## src/rtl/lcd_fb_writer_if.sv

```systemverilog
// Write-side bundle of the LCD framebuffer: pixel handshake, clear control and RAM write port.
// Handshake: a pixel transfers on a rising edge where px_valid and px_ready are both high;
// the requester holds px_x/px_y/px_index stable while px_valid is high and px_ready is low.
interface lcd_fb_writer_if #(
    parameter int ADDR_W = 19
);
    logic              px_valid;
    logic              px_ready;
    logic [9:0]        px_x;
    logic [9:0]        px_y;
    logic [3:0]        px_index;
    logic              clear_start;
    logic [3:0]        clear_index;
    logic              busy;
    logic              clear_done;
    logic              wr_en;
    logic [ADDR_W-1:0] wr_addr;
    logic [3:0]        wr_data;
    logic              state_dbg;

    modport slave (
        input  px_valid, px_x, px_y, px_index, clear_start, clear_index,
        output px_ready, busy, clear_done, wr_en, wr_addr, wr_data, state_dbg
    );

    modport master (
        output px_valid, px_x, px_y, px_index, clear_start, clear_index,
        input  px_ready, busy, clear_done, wr_en, wr_addr, wr_data, state_dbg
    );
endinterface

```

## src/rtl/lcd_fb_writer.sv

```systemverilog
// Framebuffer write port: single-pixel writes with coordinate-to-address conversion,
// plus a full-screen fill that sweeps every location once in ascending order.
module lcd_fb_writer #(
    parameter int H_RES    = 800,
    parameter int V_RES    = 480,
    parameter int FB_DEPTH = 384000,
    parameter int ADDR_W   = 19
) (
    input logic            clk,
    input logic            rst,
    lcd_fb_writer_if.slave fb
);
    localparam logic [0:0] ST_IDLE  = 1'b0;
    localparam logic [0:0] ST_CLEAR = 1'b1;

    localparam logic [31:0]       H_LIM = H_RES;
    localparam logic [31:0]       V_LIM = V_RES;
    localparam logic [ADDR_W-1:0] DEPTH = ADDR_W'(FB_DEPTH);

    logic [0:0]        state;
    logic [ADDR_W-1:0] cnt;
    logic [3:0]        idx_q;
    logic              wr_en_q;
    logic [ADDR_W-1:0] wr_addr_q;
    logic [3:0]        wr_data_q;
    logic              busy_q;
    logic              done_q;

    logic              px_ready_c;
    logic              px_fire;
    logic              px_in_range;
    logic [ADDR_W-1:0] px_addr;

    // A clear request in the same cycle wins over a presented pixel.
    assign px_ready_c  = (state == ST_IDLE) & ~fb.clear_start;
    assign px_fire     = fb.px_valid & px_ready_c;
    assign px_in_range = (32'(fb.px_x) < H_LIM) & (32'(fb.px_y) < V_LIM);
    assign px_addr     = ADDR_W'(32'(fb.px_y) * H_LIM + 32'(fb.px_x));

    always_ff @(posedge clk or posedge rst) begin
        if (rst) begin
            state     <= ST_IDLE;
            cnt       <= '0;
            idx_q     <= '0;
            wr_en_q   <= 1'b0;
            wr_addr_q <= '0;
            wr_data_q <= '0;
            busy_q    <= 1'b0;
            done_q    <= 1'b0;
        end else begin
            done_q <= 1'b0;
            if (state == ST_IDLE) begin
                // Out-of-range pixels complete the handshake but never reach the RAM.
                wr_en_q <= px_fire & px_in_range;
                if (px_fire & px_in_range) begin
                    wr_addr_q <= px_addr;
                    wr_data_q <= fb.px_index;
                end
                if (fb.clear_start) begin
                    state <= ST_CLEAR;
                    idx_q <= fb.clear_index;
                    cnt   <= '0;
                end
            end else begin
                // cnt reaching DEPTH means the last location was written on the previous edge.
                if (cnt == DEPTH) begin
                    state   <= ST_IDLE;
                    busy_q  <= 1'b0;
                    wr_en_q <= 1'b0;
                    done_q  <= 1'b1;
                end else begin
                    busy_q    <= 1'b1;
                    wr_en_q   <= 1'b1;
                    wr_addr_q <= cnt;
                    wr_data_q <= idx_q;
                    cnt       <= cnt + 1'b1;
                end
            end
        end
    end

    assign fb.px_ready   = px_ready_c;
    assign fb.busy       = busy_q;
    assign fb.clear_done = done_q;
    assign fb.wr_en      = wr_en_q;
    assign fb.wr_addr    = wr_addr_q;
    assign fb.wr_data    = wr_data_q;
    assign fb.state_dbg  = state;
endmodule

```

## src/flat_wrapper.sv

```systemverilog
// flat-port wrapper written by rule: the top's interface ports become plain ports
module lcd_fb_writer_flat 
#(
    parameter int H_RES    = 800,
    parameter int V_RES    = 480,
    parameter int FB_DEPTH = 384000,
    parameter int ADDR_W   = 19
)
  (clk, rst, fb_px_valid, fb_px_x, fb_px_y, fb_px_index, fb_clear_start, fb_clear_index, fb_px_ready, fb_busy, fb_clear_done, fb_wr_en, fb_wr_addr, fb_wr_data, fb_state_dbg);
  lcd_fb_writer_if #(.ADDR_W(ADDR_W)) fb_i ();
  input logic clk;
  input logic rst;
  input wire logic [$bits(fb_i.px_valid)-1:0] fb_px_valid;
  input wire logic [$bits(fb_i.px_x)-1:0] fb_px_x;
  input wire logic [$bits(fb_i.px_y)-1:0] fb_px_y;
  input wire logic [$bits(fb_i.px_index)-1:0] fb_px_index;
  input wire logic [$bits(fb_i.clear_start)-1:0] fb_clear_start;
  input wire logic [$bits(fb_i.clear_index)-1:0] fb_clear_index;
  output wire logic [$bits(fb_i.px_ready)-1:0] fb_px_ready;
  output wire logic [$bits(fb_i.busy)-1:0] fb_busy;
  output wire logic [$bits(fb_i.clear_done)-1:0] fb_clear_done;
  output wire logic [$bits(fb_i.wr_en)-1:0] fb_wr_en;
  output wire logic [$bits(fb_i.wr_addr)-1:0] fb_wr_addr;
  output wire logic [$bits(fb_i.wr_data)-1:0] fb_wr_data;
  output wire logic [$bits(fb_i.state_dbg)-1:0] fb_state_dbg;
  assign fb_i.px_valid = fb_px_valid;
  assign fb_i.px_x = fb_px_x;
  assign fb_i.px_y = fb_px_y;
  assign fb_i.px_index = fb_px_index;
  assign fb_i.clear_start = fb_clear_start;
  assign fb_i.clear_index = fb_clear_index;
  assign fb_px_ready = fb_i.px_ready;
  assign fb_busy = fb_i.busy;
  assign fb_clear_done = fb_i.clear_done;
  assign fb_wr_en = fb_i.wr_en;
  assign fb_wr_addr = fb_i.wr_addr;
  assign fb_wr_data = fb_i.wr_data;
  assign fb_state_dbg = fb_i.state_dbg;
  lcd_fb_writer #(.H_RES(H_RES), .V_RES(V_RES), .FB_DEPTH(FB_DEPTH), .ADDR_W(ADDR_W)) u_core (.clk(clk), .rst(rst), .fb(fb_i));
endmodule
```

## config.mk

```make
export PLATFORM = sky130hd
export DESIGN_NAME = lcd_fb_writer_flat
export DESIGN_NICKNAME = d
export VERILOG_FILES = /design/src/rtl/lcd_fb_writer_if.sv /design/src/rtl/lcd_fb_writer.sv /design/src/flat_wrapper.sv
export SDC_FILE = /design/constraint.sdc
export NUM_CORES = 1
export LEC_CHECK = 0
export ABC_AREA = 1
export BUFFER_PORTS_ARGS = -buffer_cell sky130_fd_sc_hd__buf_2
export CAP_MARGIN = 5
export CORE_ASPECT_RATIO = 0.7
export CORE_UTILIZATION = 50
export CTS_BUF_LIST = sky130_fd_sc_hd__clkbuf_16
export CTS_CLUSTER_DIAMETER = 50
export DETAILED_ROUTE_END_ITERATION = 10
export PLACE_DENSITY = 0.72
export SKIP_LAST_GASP = 1
export SYNTH_ARGS = -nofsm -noshare
export SYNTH_HDL_FRONTEND = slang
export SYNTH_SLANG_ARGS = --single-unit
export TNS_END_PERCENT = 100
```

## constraint.sdc

```tcl
create_clock -name clk -period 2.3 [get_ports clk]
set_input_delay 0.23 -clock clk [delete_from_list [all_inputs] [get_ports clk]]
set_output_delay 0.23 -clock clk [all_outputs]
set_load 0.03 [all_outputs]
```

==> impl_table.tex <==
\begin{tabular}{lr}
\hline
Metric & Value \\
\hline
\multicolumn{2}{l}{\textbf{CTS}} \\
Master cell of the clock root buffer & clkbuf\_16 \\
Number of buffers on the longest clock path & 2 \\
TritonCTS clock tree & done \\
Deepest level of the CTS H-tree & 2 \\
Clock transition at the register clock pins on the worst setup and hold paths after CTS & 0.07 ns \\
Total number of clock tree sinks & 50 \\
Insertion delay of the later-clocked pin in the worst-skew pair & a little under 0.3 ns \\
TritonCTS Buffers & 5 \\
\multicolumn{2}{l}{\textbf{Layout}} \\
Final core area utilization & between 60\% and 70\% \\
Final instance count without filler cells & between 700 and 800 \\
Area growth from synthesis to final layout & 32.10\% \\
Net count, final & about 700 \\
Ratio of cells with drive above 1 in the final layout & 31.21\% \\
Post-route cell area & between 5000 and 6000 um2 \\
Count of inserted antenna diode cells & 0 \\
\multicolumn{2}{l}{\textbf{Logic synthesis}} \\
Post-Syn Area & about 4000 um2 \\
Mean area per synthesized cell & between 7 and 8 um2 \\
Predominant post-synthesis flop cell & dfrtp\_1 \\
Post-synth top area cell & dfrtp\_1 \\
Post-synth net total & about 610 \\
Syn Inst Count & between 500 and 600 \\
Async SR Flop Fraction & 100.0\% \\
Number of enable flip-flop cells after synthesis & 0 \\
Count of yosys warnings during synthesis & 0 \\
Sequential share of the synthesized area & 31.94\% \\
Register bit count reported by yosys & 50 \\
Distinct cell type count after synthesis & 35 \\
Area share of the largest cell type after synthesis & about a third \\
Dominant cells by area after synthesis & dfrtp\_1 32\%, nand2\_1 14\%, ha\_1 13\%, inv\_1 7.0\%, nand3\_1 4.7\% \\
\multicolumn{2}{l}{\textbf{STA}} \\
Slew margin rel. & between 50\% and 60\% \\
Hold Fails Final Rpt & 0 \\
Worst Setup Slack, final & -0.1979 ns \\
Min cycle time layout & 2.498 ns \\
Unrepaired setup endpoints after global routing & true \\
Transition at the pin with the smallest max-transition slack & roughly 0.62 ns \\
Total negative slack for setup checks & -0.8468 ns \\
Clock Skew & 0.008025 ns \\
Slew Viols, Final & 0 \\
Setup-violating endpoint count in the final report & 7 \\
Maximum clock frequency & 400.3 MHz \\
Period utilisation layout & 108.6\% \\
\multicolumn{2}{l}{\textbf{Run status}} \\
Run status & finished, violations left \\
Violations in the final reports & setup timing \\
\multicolumn{2}{l}{\textbf{Min path}} \\
Worst min path class & input pin to asynchronous set/reset pin \\
\multicolumn{2}{l}{\textbf{Setup path}} \\
Worst Path Max Fanout & 6 \\
Data arrival at the endpoint of the critical path & 2.69 ns \\
Startpoint types & input pin \\
Worst setup EP type & register \\
Count of cells along the worst register-to-register path & 8 \\
Critical path required time & between 2 and 2.5 ns \\
Crit Path Class & input pin to register \\
\multicolumn{2}{l}{\textbf{Die}} \\
Die area & 8198 um2 \\
Chip width & roughly 110 um \\
Number of top-level design ports & 60 \\
Overall die height & 76.06 um \\
Starting density of the core & a little over half \\
Placement Rows & 26 \\
Core area & around 7400 um2 \\
\multicolumn{2}{l}{\textbf{Run}} \\
Count of maximum capacitance violations & 0 \\
\multicolumn{2}{l}{\textbf{Routing}} \\
Number of antenna-violating nets in the routed design & 0 \\
Number of optimization iterations in the first detailed-route pass & 5 \\
Via count & 3854 \\
Remaining design rule violation count & 0 \\
DRC violation total after the first TritonRoute iteration & about 230 \\
Wirelength per Cell & $\sim$14 um \\
Total detailed-routing wirelength & just over 10000 um \\
Via-per-instance ratio & between 5 and 6 \\
\multicolumn{2}{l}{\textbf{Place}} \\
Routability congestion estimate from global placement & 0.9141 \\
Number of buffers inserted by port buffering & 59 \\
Placed cell areas & around 4800 um2 \\
Cell total after placement & 714 \\
Placed wire-length estimate after detailed placement & 7775 um \\
\multicolumn{2}{l}{\textbf{Pwr}} \\
Pleak & roughly 2.6 nW \\
Maximum ir drop on the vdd rail & roughly 0.00033 V \\
Cell Pwr Density & 581.1 nW/um2 \\
\multicolumn{2}{l}{\textbf{GRT}} \\
Grt ovf & 0 \\
Global-route total usage across every layer & 26.19\% \\
Vias in the first global route & 3628 \\
Pin count of the biggest net entering global routing & 51 \\
Global-route wire length before repair & between 15000 and 20000 um \\
Initial antenna violation count & 0 \\
\hline
\end{tabular}
## sequential cells by signal (all words and copies together) (netlist names)
name and flops:
u_core.idx_q 4, u_core.fb.clear_done 1, u_core.fb.wr_data 4, u_core.fb.wr_addr 19, u_core.fb.state_dbg 1, u_core.fb.wr_en 1
u_core.cnt 19, u_core.fb.busy 1
## synthesized netlist by cell type (2+ instances only)
library cell and number:
dfrtp_1 50, a31oi_1 12, nand2_1 150, clkbuf_1 3
nor3_1 7, xor2_1 12, nand3_1 37, xnor2_1 2
o22ai_1 11, fa_1 6, nor2_1 38, nand2_2 3
ha_1 40, nand4_1 7, o211ai_1 3, o21ai_0 16
a21oi_1 13, buf_6 5, inv_1 73, nor2_4 2
nor4_1 6, buf_2 3, inv_2 4, o21ai_1 9
o21bai_1 2, nand2_4 2, or2_2 3
## final cells by class
type                            count  area, um2
Clock buffer                        5      125.1
Clock inverter                      3      43.79
Fill cell                         619       2275
Inverter                           78      297.8
Multi-Input combinational cell    387       2656
Sequential cell                    50       1251
Tap cell                           98      122.6
Timing Repair Buffer              105      678.2
## where the power goes
group / internal [mW] / total (mW) / leakage (nW) / switching, mW
Clock: 0.515 / 0.851 / 0.0842 / 0.336
Sequential: 0.879 / 0.879 / 0.577 / 0
Combinational: 0.576 / 1.28 / 1.92 / 0.701
Total: 1.97 / 3.01 / 2.59 / 1.04
## final timing paths
kind | from | end | slack, ns
worst max-delay path | fb_px_y[3] | u_core.fb.wr_addr[18] | -0.20
worst min-delay path | rst | u_core.fb.wr_addr[18] | 0.1
worst max register to register | u_core.cnt[4] | u_core.cnt[18] | 0.14
worst min register to register | u_core.fb.wr_addr[13] | u_core.fb.wr_addr[13] | 0.48
max in group asynchronous | rst | u_core.fb.wr_addr[5] | 1.78
min in group clk | fb_clear_index[2] | u_core.idx_q[2] | 0.12
## metrics by stage
stage | setup slack, ns | power [mW] | hold slack (ns)
finish | -0.1979 | 3.007 | 0.09908
global route | -0.3361 | 3.188 | 0.1361
CTS | -0.2041 | 2.961 | 0.1216
detailed placement | -0.5644 | 2.020 | 0.4270
global placement | -0.4951 | 1.995 | 0.4255
floorplan | -0.2276 | 1.670 | 0.3396
## layer usage
layer  global-route usage (%)  vias up  wire length [um]
met5                        0        -                 0
met4                    3.699        0                76
met3                    4.876        9               604
met2                    39.49      125              4379
met1                    39.74     1804              5022
li1                         -     1916                 -
## cells in the final DEF, fill, tap and decap left out, types with 3 or more instances in the layout
cell       synthesis  final
a21oi_1           13      9
a21oi_2            0      4
a31oi_1           12     12
buf_2              3     53
buf_4              0     46
buf_6              5      4
clkbuf_16          0      5
dfrtp_1           50     50
fa_1               6      5
ha_1              40     23
ha_4               0     17
inv_1             73     61
inv_2              4     16
nand2_1          150    136
nand2_2            3     15
nand2_4            2      4
nand3_1           37     26
nand3_2            1      9
nand3_4            0      3
nand4_1            7      7
nor2_1            38     36
nor3_1             7      6
nor4_1             6      6
o211ai_1           3      3
o21ai_0           16     12
o21ai_1            9     11
o22ai_1           11     11
xor2_1            12     12
## logic make-up (layout without fill, tap and decap cells)
family	after synthesis	after routing	share of synthesized area (%)
XOR/XNOR	15	15	3.545
buffers and inverters	90	191	10.06
AO/OA/AOI/OAI	67	67	9.709
adder cells (fa/ha/maj)	46	46	15.84
AND/OR/NAND/NOR	259	259	28.90
flip-flops	50	50	31.94
## critical path: stages
cell	delay, ns
buf_6	0.11
ha_4	0.24
ha_4	0.26
inv_2	0.03
fa_1	0.49
inv_2	0.05
ha_4	0.24
or2_4	0.25
nand3_2	0.07
nand2_2	0.06
nor2_4	0.15
nand2_2	0.10
nor2_4	0.13
nand2_1	0.06
nand2_1	0.06
nand3_1	0.06
nand2_1	0.07
nand2_1	0.04
## what timing repair did
item,in CTS,in global routing
buffers inserted,3,1
setup endpoints to repair,7,8
hold buffers,0,0
gates cloned,0,0
pin swaps,38,22
gates resized for setup,25,16
No activity file was read; power rests on OpenSTA's default activity.
